$ cat src/rtl/dlsc_fifo_rvh.sv
// Ready/valid FIFO, first-word fall-through, DEPTH = 2**ADDR words total.
// Latency: a word pushed into an empty FIFO is visible on out_data one edge later.
// Backpressure: in_ready is registered. It drops once the FIFO is full and is
// independent of out_ready within a cycle.
//
// Ports:
//   clk, rst              - rising-edge clock, synchronous active-high reset
//   in_valid/in_ready     - write handshake; in_data is taken when both are high
//   out_valid/out_ready   - read handshake; out_data is the registered head word
//   count                 - words held, including the output register (0..DEPTH)
//   almost_full/_empty    - registered thresholds on count
module dlsc_fifo_rvh #(
    parameter int              DATA         = 32,
    parameter int              ADDR         = 4,
    parameter int              ALMOST_FULL  = (2**ADDR)-1,
    parameter int              ALMOST_EMPTY = 1,
    parameter logic [DATA-1:0] RESET        = {DATA{1'b0}}
) (
    input  logic            clk,
    input  logic            rst,
    output logic            in_ready,
    input  logic            in_valid,
    input  logic [DATA-1:0] in_data,
    input  logic            out_ready,
    output logic            out_valid,
    output logic [DATA-1:0] out_data,
    output logic [ADDR:0]   count,
    output logic            almost_full,
    output logic            almost_empty
);

    localparam int DEPTH = 2**ADDR;

    logic [DATA-1:0] mem_q [DEPTH];

    logic [ADDR-1:0] wr_ptr_q, wr_ptr_d;
    logic [ADDR-1:0] rd_ptr_q, rd_ptr_d;
    logic [ADDR:0]   count_q,  count_d;
    logic [DATA-1:0] out_data_q, out_data_d;
    logic            in_ready_q;
    logic            out_valid_q;
    logic            almost_full_q;
    logic            almost_empty_q;

    logic push, pop;
    logic mem_empty;
    logic load_out;
    logic mem_rd, mem_wr, bypass;

    always_comb begin
        push      = in_ready_q & in_valid;
        pop       = out_valid_q & out_ready;

        // The output register is always filled whenever anything is held,
        // so the memory holds at most DEPTH-1 words. Pointer equality
        // therefore means empty and never full.
        mem_empty = (wr_ptr_q == rd_ptr_q);

        // The output register can take a new word when it is empty or
        // its current word leaves on this edge.
        load_out  = !out_valid_q || pop;
        mem_rd    = load_out && !mem_empty;

        // When the memory is empty, an incoming word goes straight into the
        // output register. This gives the one-edge fill latency and keeps
        // count at 1 while streaming.
        bypass    = load_out && mem_empty && push;
        mem_wr    = push && !bypass;

        wr_ptr_d  = mem_wr ? wr_ptr_q + ADDR'(1) : wr_ptr_q;
        rd_ptr_d  = mem_rd ? rd_ptr_q + ADDR'(1) : rd_ptr_q;

        out_data_d = out_data_q;
        if (mem_rd) begin
            out_data_d = mem_q[rd_ptr_q];
        end else if (bypass) begin
            out_data_d = in_data;
        end

        count_d = count_q + {{ADDR{1'b0}}, push} - {{ADDR{1'b0}}, pop};
    end

    always_ff @(posedge clk) begin
        if (rst) begin
            wr_ptr_q       <= '0;
            rd_ptr_q       <= '0;
            count_q        <= '0;
            out_data_q     <= RESET;
            in_ready_q     <= 1'b0;
            out_valid_q    <= 1'b0;
            almost_full_q  <= (ALMOST_FULL == 0);
            almost_empty_q <= 1'b1;
        end else begin
            wr_ptr_q       <= wr_ptr_d;
            rd_ptr_q       <= rd_ptr_d;
            count_q        <= count_d;
            out_data_q     <= out_data_d;
            in_ready_q     <= (int'(count_d) < DEPTH);
            out_valid_q    <= (count_d != '0);
            almost_full_q  <= (int'(count_d) >= ALMOST_FULL);
            almost_empty_q <= (int'(count_d) <= ALMOST_EMPTY);
        end
    end

    // Storage array: no reset, because the contents are only meaningful
    // between the pointers.
    always_ff @(posedge clk) begin
        if (mem_wr && !rst) begin
            mem_q[wr_ptr_q] <= in_data;
        end
    end

    assign in_ready     = in_ready_q;
    assign out_valid    = out_valid_q;
    assign out_data     = out_data_q;
    assign count        = count_q;
    assign almost_full  = almost_full_q;
    assign almost_empty = almost_empty_q;

endmodule
$ cat config.mk
export PLATFORM = sky130hd
export DESIGN_NAME = dlsc_fifo_rvh
export DESIGN_NICKNAME = d
export VERILOG_FILES = /design/src/rtl/dlsc_fifo_rvh.sv
export SDC_FILE = /design/constraint.sdc
export NUM_CORES = 1
export LEC_CHECK = 0
export ABC_AREA = 1
export CELL_PAD_IN_SITES_DETAIL_PLACEMENT = 0
export CELL_PAD_IN_SITES_GLOBAL_PLACEMENT = 1
export CORE_ASPECT_RATIO = 0.7
export CORE_MARGIN = 2
export CORE_UTILIZATION = 39
export CTS_CLUSTER_SIZE = 10
export DETAILED_ROUTE_END_ITERATION = 16
export PLACE_DENSITY = 0.62
export RECOVER_POWER = 50
export SLEW_MARGIN = 30
export SYNTH_ARGS = -nofsm -noshare
export SYNTH_HDL_FRONTEND = slang
export SYNTH_SLANG_ARGS = --single-unit
export TNS_END_PERCENT = 30
$ cat constraint.sdc
create_clock -name clk -period 5.8 [get_ports clk]
set_clock_uncertainty 0.05 [all_clocks]
set_input_delay 1.45 -clock clk [delete_from_list [all_inputs] [get_ports clk]]
set_output_delay 1.45 -clock clk [all_outputs]
set_load 0.03 [all_outputs]
Yosys cells after proc, flatten, opt, wreduce, memory -nomap -nowiden
Memories as Yosys holds them, arrays and structs flattened. A register that Yosys moved wholly into a read port is not among the register bits.
Cells that the tools add are included.
{"block": "word_totals", "register_bits": 49, "ramBits": 512, "input_bits": 36, "out_inout_bits": 41, "word_cells": 37, "n_memories": 1}
{"block": "classes", "addsub": 4, "order_cmp": 3, "eq_ne": 1, "mux": 6, "n_bitwise": 2, "reduce_logical": 12}
{"memory": "mem_q", "words": 16, "width": 32, "rd": 1, "rd_clocked_by_memory_dff": 1, "write_ports": 1, "line": "34", "source": "logic [DATA-1:0] mem_q [DEPTH];"}
{"cell": "$mux W32", "n": 2}
{"cell": "$add A4 B1 Y4 const B", "n": 2}
{"cell": "$mux W4", "n": 2}
{"cell": "$add A5 B1 Y5", "n": 1}
{"cell": "$ge A5 B4 Y1 const B", "n": 1}
{"cell": "$le A5 B1 Y1 const B", "n": 1}
{"cell": "$logic_and A1 B1 Y1", "n": 5}
{"cell": "$lt A5 B5 Y1 const B", "n": 1}
{"cell": "$reduce_bool A5 Y1", "n": 1}
{"cell": "$sub A5 B1 Y5", "n": 1}
{"cell": "$eq A4 B4 Y1", "n": 1}
{"cell": "$logic_not A1 Y1", "n": 4}
{"cell": "$and A1 B1 Y1", "n": 2}
{"cell": "$mux W1", "n": 2}
{"cell": "$reduce_bool A2 Y1", "n": 1}
{"cell": "$logic_or A1 B1 Y1", "n": 1}

Logic depth before layout (Yosys ltp)
Gate-level depths: netlist of run 1.
{"block": "depth", "depth_word": 9, "mapped_depth": 12, "mapped_depth_nobuf": 12}

Worst setup path before layout of run 1
No wires, ideal clock.
{"block": "synth_timing", "path_kind": "in2reg", "from": "input out_ready", "to": "memory mem_q[11][0] (enable)", "setup_ps": 421, "t_arrival_ps": 3446, "required_ps": 5329, "path_slack_ps": 1883, "stages": 7, "n_path_buf": 0, "path_cell_list": "inv_1 > nand2_1 > nand3_1 > nand2_1 > inv_2 > nand2_1 > nor2_1"}
{"block": "synth_between", "elab_chain_len": 9}
{"element": "start: declaration", "line": "24", "source": "input logic out_ready,"}
{"element": "$and A1 B1 Y1", "line": "52", "source": "pop = out_valid_q & out_ready;"}
{"element": "$logic_or A1 B1 Y1", "line": "61", "source": "load_out = !out_valid_q || pop;"}
{"element": "$logic_and A1 B1 Y1 (2 in a row)", "line": "67", "source": "bypass = load_out && mem_empty && push;"}
{"element": "$logic_not A1 Y1", "line": "68", "source": "mem_wr = push && !bypass;"}
{"element": "$logic_and A1 B1 Y1", "line": "68"}
{"element": "$logic_and A1 B1 Y1", "line": "108", "source": "if (mem_wr && !rst) begin"}
{"element": "$mux W1", "line": "108"}
{"element": "$mux W1 (implied by the code)", "line": "109", "source": "mem_q[wr_ptr_q] <= in_data;"}
{"element": "end: declaration", "line": "34"}
Every way passes these cells.

Worst setup path in the final report of run 1
{"block": "layout_timing", "from": "input out_ready", "to": "memory mem_q[7][26] (enable)"}
The elaborated chain is that of the path after synthesis.

==> results of run 1 <==
-- per-stage QoR --
| stage | cell area, µm² | hold WS (ns) | worst slack, ns |
|---|---|---|---|
| 3_5_place_dp | 25100 | 0.449 | 1.53 |
| 5_1_grt | 27000 | 0.506 | 1.67 |
| 2_1_floorplan | 23200 | 0.425 | 1.88 |
| 3_3_place_gp | 24600 | 0.444 | 1.53 |
| 4_1_cts | 27100 | 0.463 | 2.17 |
| 6_report | 27000 | 0.468 | 1.86 |
-- per-layer routing --
metal | vias up | share of wire | global-route usage
met4 | 0 | 0.013 | 0.0369
met5 | - | 0 | 0
met1 | 7455 | 0.51 | 0.325
met3 | 71 | 0.055 | 0.0421
li1 | 7270 | - | -
met2 | 362 | 0.42 | 0.286
-- path summary, 6_finish.rpt --
check | slack [ns] | startpoint | depth (start not counted) | end
worst min register to register | 0.47 | rd_ptr_q[3] | 2 | register
worst max register to register | 2.71 | wr_ptr_q[2] | 9 | mem_q[7][26]
worst max-delay path | 1.86 | out_ready | 10 | mem_q[7][26]
worst min-delay path | 0.47 | rd_ptr_q[3] | 2 | register
-- worst max-delay path, cell delays in order --
cell	delay, ns
dlygate4sd3_1	0.56
inv_1	0.06
nand2_1	0.10
nand3_1	0.19
nand2_1	0.12
inv_1	0.18
nand2_1	0.22
nor2_1	0.87
buf_8	0.25
buf_16	0.17
-- flip-flops by register name (all words and copies together) (netlist names), named ones only --
| name | flops |
|---|---|
| almost_empty | 1 |
| almost_full | 1 |
| count | 5 |
| in_ready | 1 |
| mem_q | 512 |
| out_data | 32 |
| out_valid | 1 |
| rd_ptr_q | 4 |
| wr_ptr_q | 4 |
-- synth_stat cells, drive strengths merged --
library cell | n | area [µm²]
buf | 89 | 482
a21boi | 1 | 18.8
nor2 | 30 | 118
xor2 | 7 | 61.3
clkbuf | 34 | 128
nand3b | 1 | 7.51
nand2 | 744 | 2800
xnor2 | 1 | 8.76
ha | 10 | 125
nand3 | 429 | 2250
dfxtp | 53 | 1060
fa | 1 | 20.0
edfxtp | 512 | 15400
a21oi | 37 | 193
o21ai | 35 | 175
nand4 | 2 | 12.5
inv | 93 | 349
-- area by class of cell --
class	instances	area (µm²)
fillers	5385	31500
flip-flops and latches	565	16400
multi-input cells	1298	5870
clock buffers	113	1910
repair buffers	116	1360
well taps	798	998
inverters	93	359
clock inverters	7	92.6
-- power groups by stage --
| stage | Sequential (mW) | Combinational (mW) | Clock, mW |
|---|---|---|---|
| 2_1_floorplan | 4.94 | 2.10 | 0 |
| 5_1_grt | 4.71 | 3.62 | 4.17 |
| 3_3_place_gp | 4.79 | 3.26 | 0 |
| 3_5_place_dp | 4.79 | 3.26 | 0 |
| 4_1_cts | 4.71 | 3.27 | 4.01 |
| 6_report | 4.70 | 3.22 | 3.92 |
-- cells by family after synthesis --
family                     after synthesis  synth area share
and+or+nand+nor                       1206             0.224
AOI/OAI and AO/OA                       73            0.0167
xor gates and xnor gates                 8           0.00302
adders and majority gates               11           0.00626
DFF                                    565             0.709
buffers and inverters                  216            0.0413
==> impl_metrics.py, run 1 <==
metrics = {
    "final_layout": {
        "final_cell_mix": "nand2_1, edfxtp_1, nand3_1",
        "fin_util": 0.462,
        "antenna_cells": 0,
        "final_layout_size_suffix_gt1_frac": 0.0739,
        "syn_to_final_growth_pct": 16.6,
        "nets": 2188,
        "layout_commonest_cell": "nand2_1",
        "fin_cells": 2990,
    },
    "place": {
        "dp_hpwl_mm": 35.9,
        "port_buffers": 76,
        "placedCellCount": 2869,
        "routabilityCongestion": 0.779,
    },
    "floorplanning": {
        "die-area_um2": 61400,
        "ios": 77,
        "die_width_um": 295,
        "fp.coreArea_um2": 58500,
        "placementRows": 74,
        "die_h_um": 208,
        "initial_core_util": 0.396,
    },
    "route": {
        "viasPerCell": 5.07,
        "ant_nets": 0,
        "wl_per_cell_um": 20.7,
        "drcViolationCount": 0,
        "drtIter0Drc": 1453,
        "dr.pass1.iters": 5,
        "totalWireLength_mm": 61.9,
        "dr_total_vias": 15200,
    },
    "timing": {
        "min_period_over_period": 0.680,
        "fin_crit_ns": 3.94,
        "relSlewSlack": -0.197,
        "slew_violations": 37,
        "rsz0062_at_grt": "false",
        "tns_ns": 0,
        "hold_viol_final": 0,
        "fmaxAchievable_mhz": 254,
        "worst_pin_slew_ns": 1.79,
        "setup_viol": 0,
    },
    "outcome": {
        "violations": "capacitance limit, slew limit",
        "status": "complete, but fails checks",
    },
    "logic_synthesis": {
        "ys_seq_area_frac": 0.709,
        "synth.avg_cell_area_um2": 11.2,
        "netlist-cell-type-count": 27,
        "synthCells": 2079,
        "ys_ff_latch": 565,
        "syn_area_um2": 23200,
        "yosys_warnings": 0,
        "synth_fp_nets": 2126,
    },
    "power": {
        "p_total_mw": 11.8,
        "p_int_mw": 7.85,
        "pwr-share-comb": 0.272,
        "irDropWorstVdd_v": 0.000232,
        "swShare": 0.338,
        "power_per_cell_area_nw_per_um2": 438,
        "p_seq_frac": 0.397,
        "leakage_nw": 9.97,
        "p_switching_mw": 4.00,
        "clockPowerShare": 0.331,
    },
    "worst_setup_path": {
        "crit_fanout": 16,
        "end_kind": "register",
        "critical_path_class": "input pin to register",
        "required_ns": 6.05,
        "crit_path_start_kind": "input pin",
        "worstPathArrival_ns": 4.19,
    },
    "global_route": {
        "overflow": 0,
        "grt_pass1_wl_mm": 94.3,
        "grt_max_degree": 118,
        "antenna_found_initial": 2,
        "first_global_vias": 14400,
        "grtUsageTotal": 0.204,
    },
    "cts": {
        "cts_buffers": 67,
        "clockBufferDepth": 3,
        "insertion_delay_ns": 0.60,
        "tritoncts": "built",
        "cts_sinks": 565,
        "ctsHoldBuffers": 0,
        "ctsResizeCount": 0,
        "clockRootBuffer": "clkbuf_16",
        "clk_pin_slew_ns": 0.06,
        "cts_max_level": 3,
        "postCtsSetupRepairBufs": 0,
    },
    "flow_run": {
        "drv_cap": 1,
    },
    "hold_path": {
        "hold_path_class": "register to register",
    },
}
No activity file was read; power rests on OpenSTA's default activity.
==> run 2: changes to the inputs <==
PLACE_DENSITY = 0.64   (was 0.62)
clock period = 3.55 ns   (was 5.8 ns; I/O delays follow)
==> impl_metrics.py, run 2 (synthesis results as in run 1) <==
metrics = {
    "outcome": {
        "status": "completed",
    },
    "worst_setup_path": {
        "crit_family": "buffers and inverters",
        "r2r-end": "out_data[12]",
        "crit_path_start_kind": "input pin",
        "path_cells": "dlygate4sd3_1 > inv_1 > nand2_1 > nand3_1 > nand2_1 > inv_1 > nand2_1 > nor2_4 > buf_4",
        "critPathMaxStageDelay_ns": 0.55,
        "required_ns": 3.75,
        "end_kind": "register",
        "critical_path_class": "input pin to register",
        "crit_fanout": 21,
        "r2r_slack_ns": 0.70,
        "crit_slowest_cell": "dlygate4sd3_1",
        "crit_buf_inv": 4,
        "r2r.worst_path.cells": 10,
        "worstPathArrival_ns": 3.06,
        "crit_top_cell": "nand2_1",
    },
    "flow_run": {
        "drv_cap": 0,
    },
    "timing": {
        "setup_viol": 0,
        "timing.final.ws_setup_ns": 0.692,
        "rsz0062_at_grt": "false",
        "slew_violations": 0,
        "fmaxAchievable_mhz": 350,
        "min_period_over_period": 0.805,
        "fin_crit_ns": 2.86,
        "relSlewSlack": 0.0829,
        "hold_viol_final": 0,
        "worst_pin_slew_ns": 1.38,
        "holdWs_ns": 0.457,
        "tns_ns": 0,
    },
    "hold_path": {
        "worstHoldPathCells": 2,
        "hold_path_class": "register to register",
        "hp-start": "rd_ptr_q[3]",
    },
    "cts": {
        "ctsResizeCount": 0,
        "tritoncts": "built",
        "clockRootBuffer": "clkbuf_16",
        "clockBufferDepth": 3,
        "clk_pin_slew_ns": 0.05,
        "cts_buffers": 66,
        "ctsHoldBuffers": 0,
        "insertion_delay_ns": 0.60,
        "postCtsSetupRepairBufs": 0,
        "cts_sinks": 565,
        "cts_max_level": 3,
    },
    "power": {
        "irDropWorstVdd_v": 0.000369,
        "leakage_nw": 10.0,
        "p_total_mw": 19.4,
        "power_per_cell_area_nw_per_um2": 715,
    },
    "floorplanning": {
        "fp.coreArea_um2": 58500,
        "die_h_um": 208,
        "ios": 77,
        "die-area_um2": 61400,
        "placementRows": 74,
        "initial_core_util": 0.396,
        "die_width_um": 295,
    },
    "route": {
        "dr_total_vias": 15600,
        "drtIter0Drc": 1602,
        "drcViolationCount": 0,
        "viasPerCell": 5.12,
        "ant_nets": 0,
        "totalWireLength_mm": 65.2,
        "wl_per_cell_um": 21.5,
        "dr.pass1.iters": 5,
    },
    "final_layout": {
        "layout_commonest_cell": "nand2_1",
        "top_register": "mem_q",
        "fill_cells": 5434,
        "fin_util": 0.463,
        "antenna_cells": 0,
        "final_layout_size_suffix_gt1_frac": 0.0772,
        "nets": 2235,
        "syn_to_final_growth_pct": 16.8,
        "largest_register_ffs": 512,
        "final_cell_mix": "nand2_1, edfxtp_1, nand3_1",
    },
    "place": {
        "dp_hpwl_mm": 39.3,
        "routabilityCongestion": 0.809,
        "port_buffers": 76,
        "pre_cts_slack_ns": 0.280,
    },
    "global_route": {
        "grt_max_degree": 122,
        "antenna_found_initial": 1,
        "grt_pass1_wl_mm": 97.4,
        "first_global_vias": 14600,
        "grtUsageTotal": 0.214,
        "overflow": 0,
    },
}
run 2: cell count changes in the layout (fill, tap and decap cells not counted), sizes merged:
cell,change
clkbuf,+37
bufinv,-1
inv,+1
clkinv,-1
buf,+14
run 2: worst max-delay path by stage:
stage              start      endpoint  depth (start not counted)
6_report       out_ready   mem_q[9][1]                          9
5_1_grt         register  out_data[12]                         10
4_1_cts         count[3]      count[3]                          1
3_5_place_dp   out_ready   mem_q[9][8]                          9
3_3_place_gp   out_ready   mem_q[9][8]                          9
2_1_floorplan  out_ready  mem_q[11][0]                          7
run 2: metrics by stage:
stage	instance area (µm²)	instances
after floorplan	23200	2079
after global placement	25300	2918
after detailed placement	25300	2918
after CTS	27300	3040
after global routing	27100	3040
final	27100	3040
run 2: layer usage:
layer | track usage | part of all wire | up-vias | routed length (µm)
li1 | - | - | 7367 | -
met1 | 0.333 | 0.48 | 7614 | 31500
met2 | 0.315 | 0.44 | 498 | 28800
met3 | 0.0323 | 0.058 | 79 | 3800
met4 | 0.0492 | 0.017 | 0 | 1110
met5 | 0 | 0 | - | 0
run 2: final cells by class:
| type | count | area (µm²) | share of cell area |
|---|---|---|---|
| Timing Repair Buffer | 164 | 1470 | 0.0543 |
| Sequential cell | 565 | 16400 | 0.608 |
| Inverter | 93 | 357 | 0.0132 |
| Tap cell | 798 | 998 | 0.0369 |
| Multi-Input combinational cell | 1298 | 5860 | 0.217 |
| Clock inverter | 6 | 67.6 | 0.00250 |
| Clock buffer | 116 | 1870 | 0.0691 |
run 2: worst min-delay path, delay by kind of cell, from the launching register on:
| kind | cells | cell delay [ns] |
|---|---|---|
| AOI/OAI and AO/OA | 1 | 0.06 |
| DFF | 1 | 0.32 |
| and+or+nand+nor | 1 | 0.08 |
run 2: report_power, final:
group | leakage [nW] | total (mW) | internal (mW) | switching [mW]
Combinational | 4.04 | 5.48 | 1.63 | 3.85
Sequential | 5.04 | 7.68 | 7.50 | 0.181
Clock | 0.921 | 6.20 | 3.58 | 2.62
Total | 10.0 | 19.4 | 12.7 | 6.65
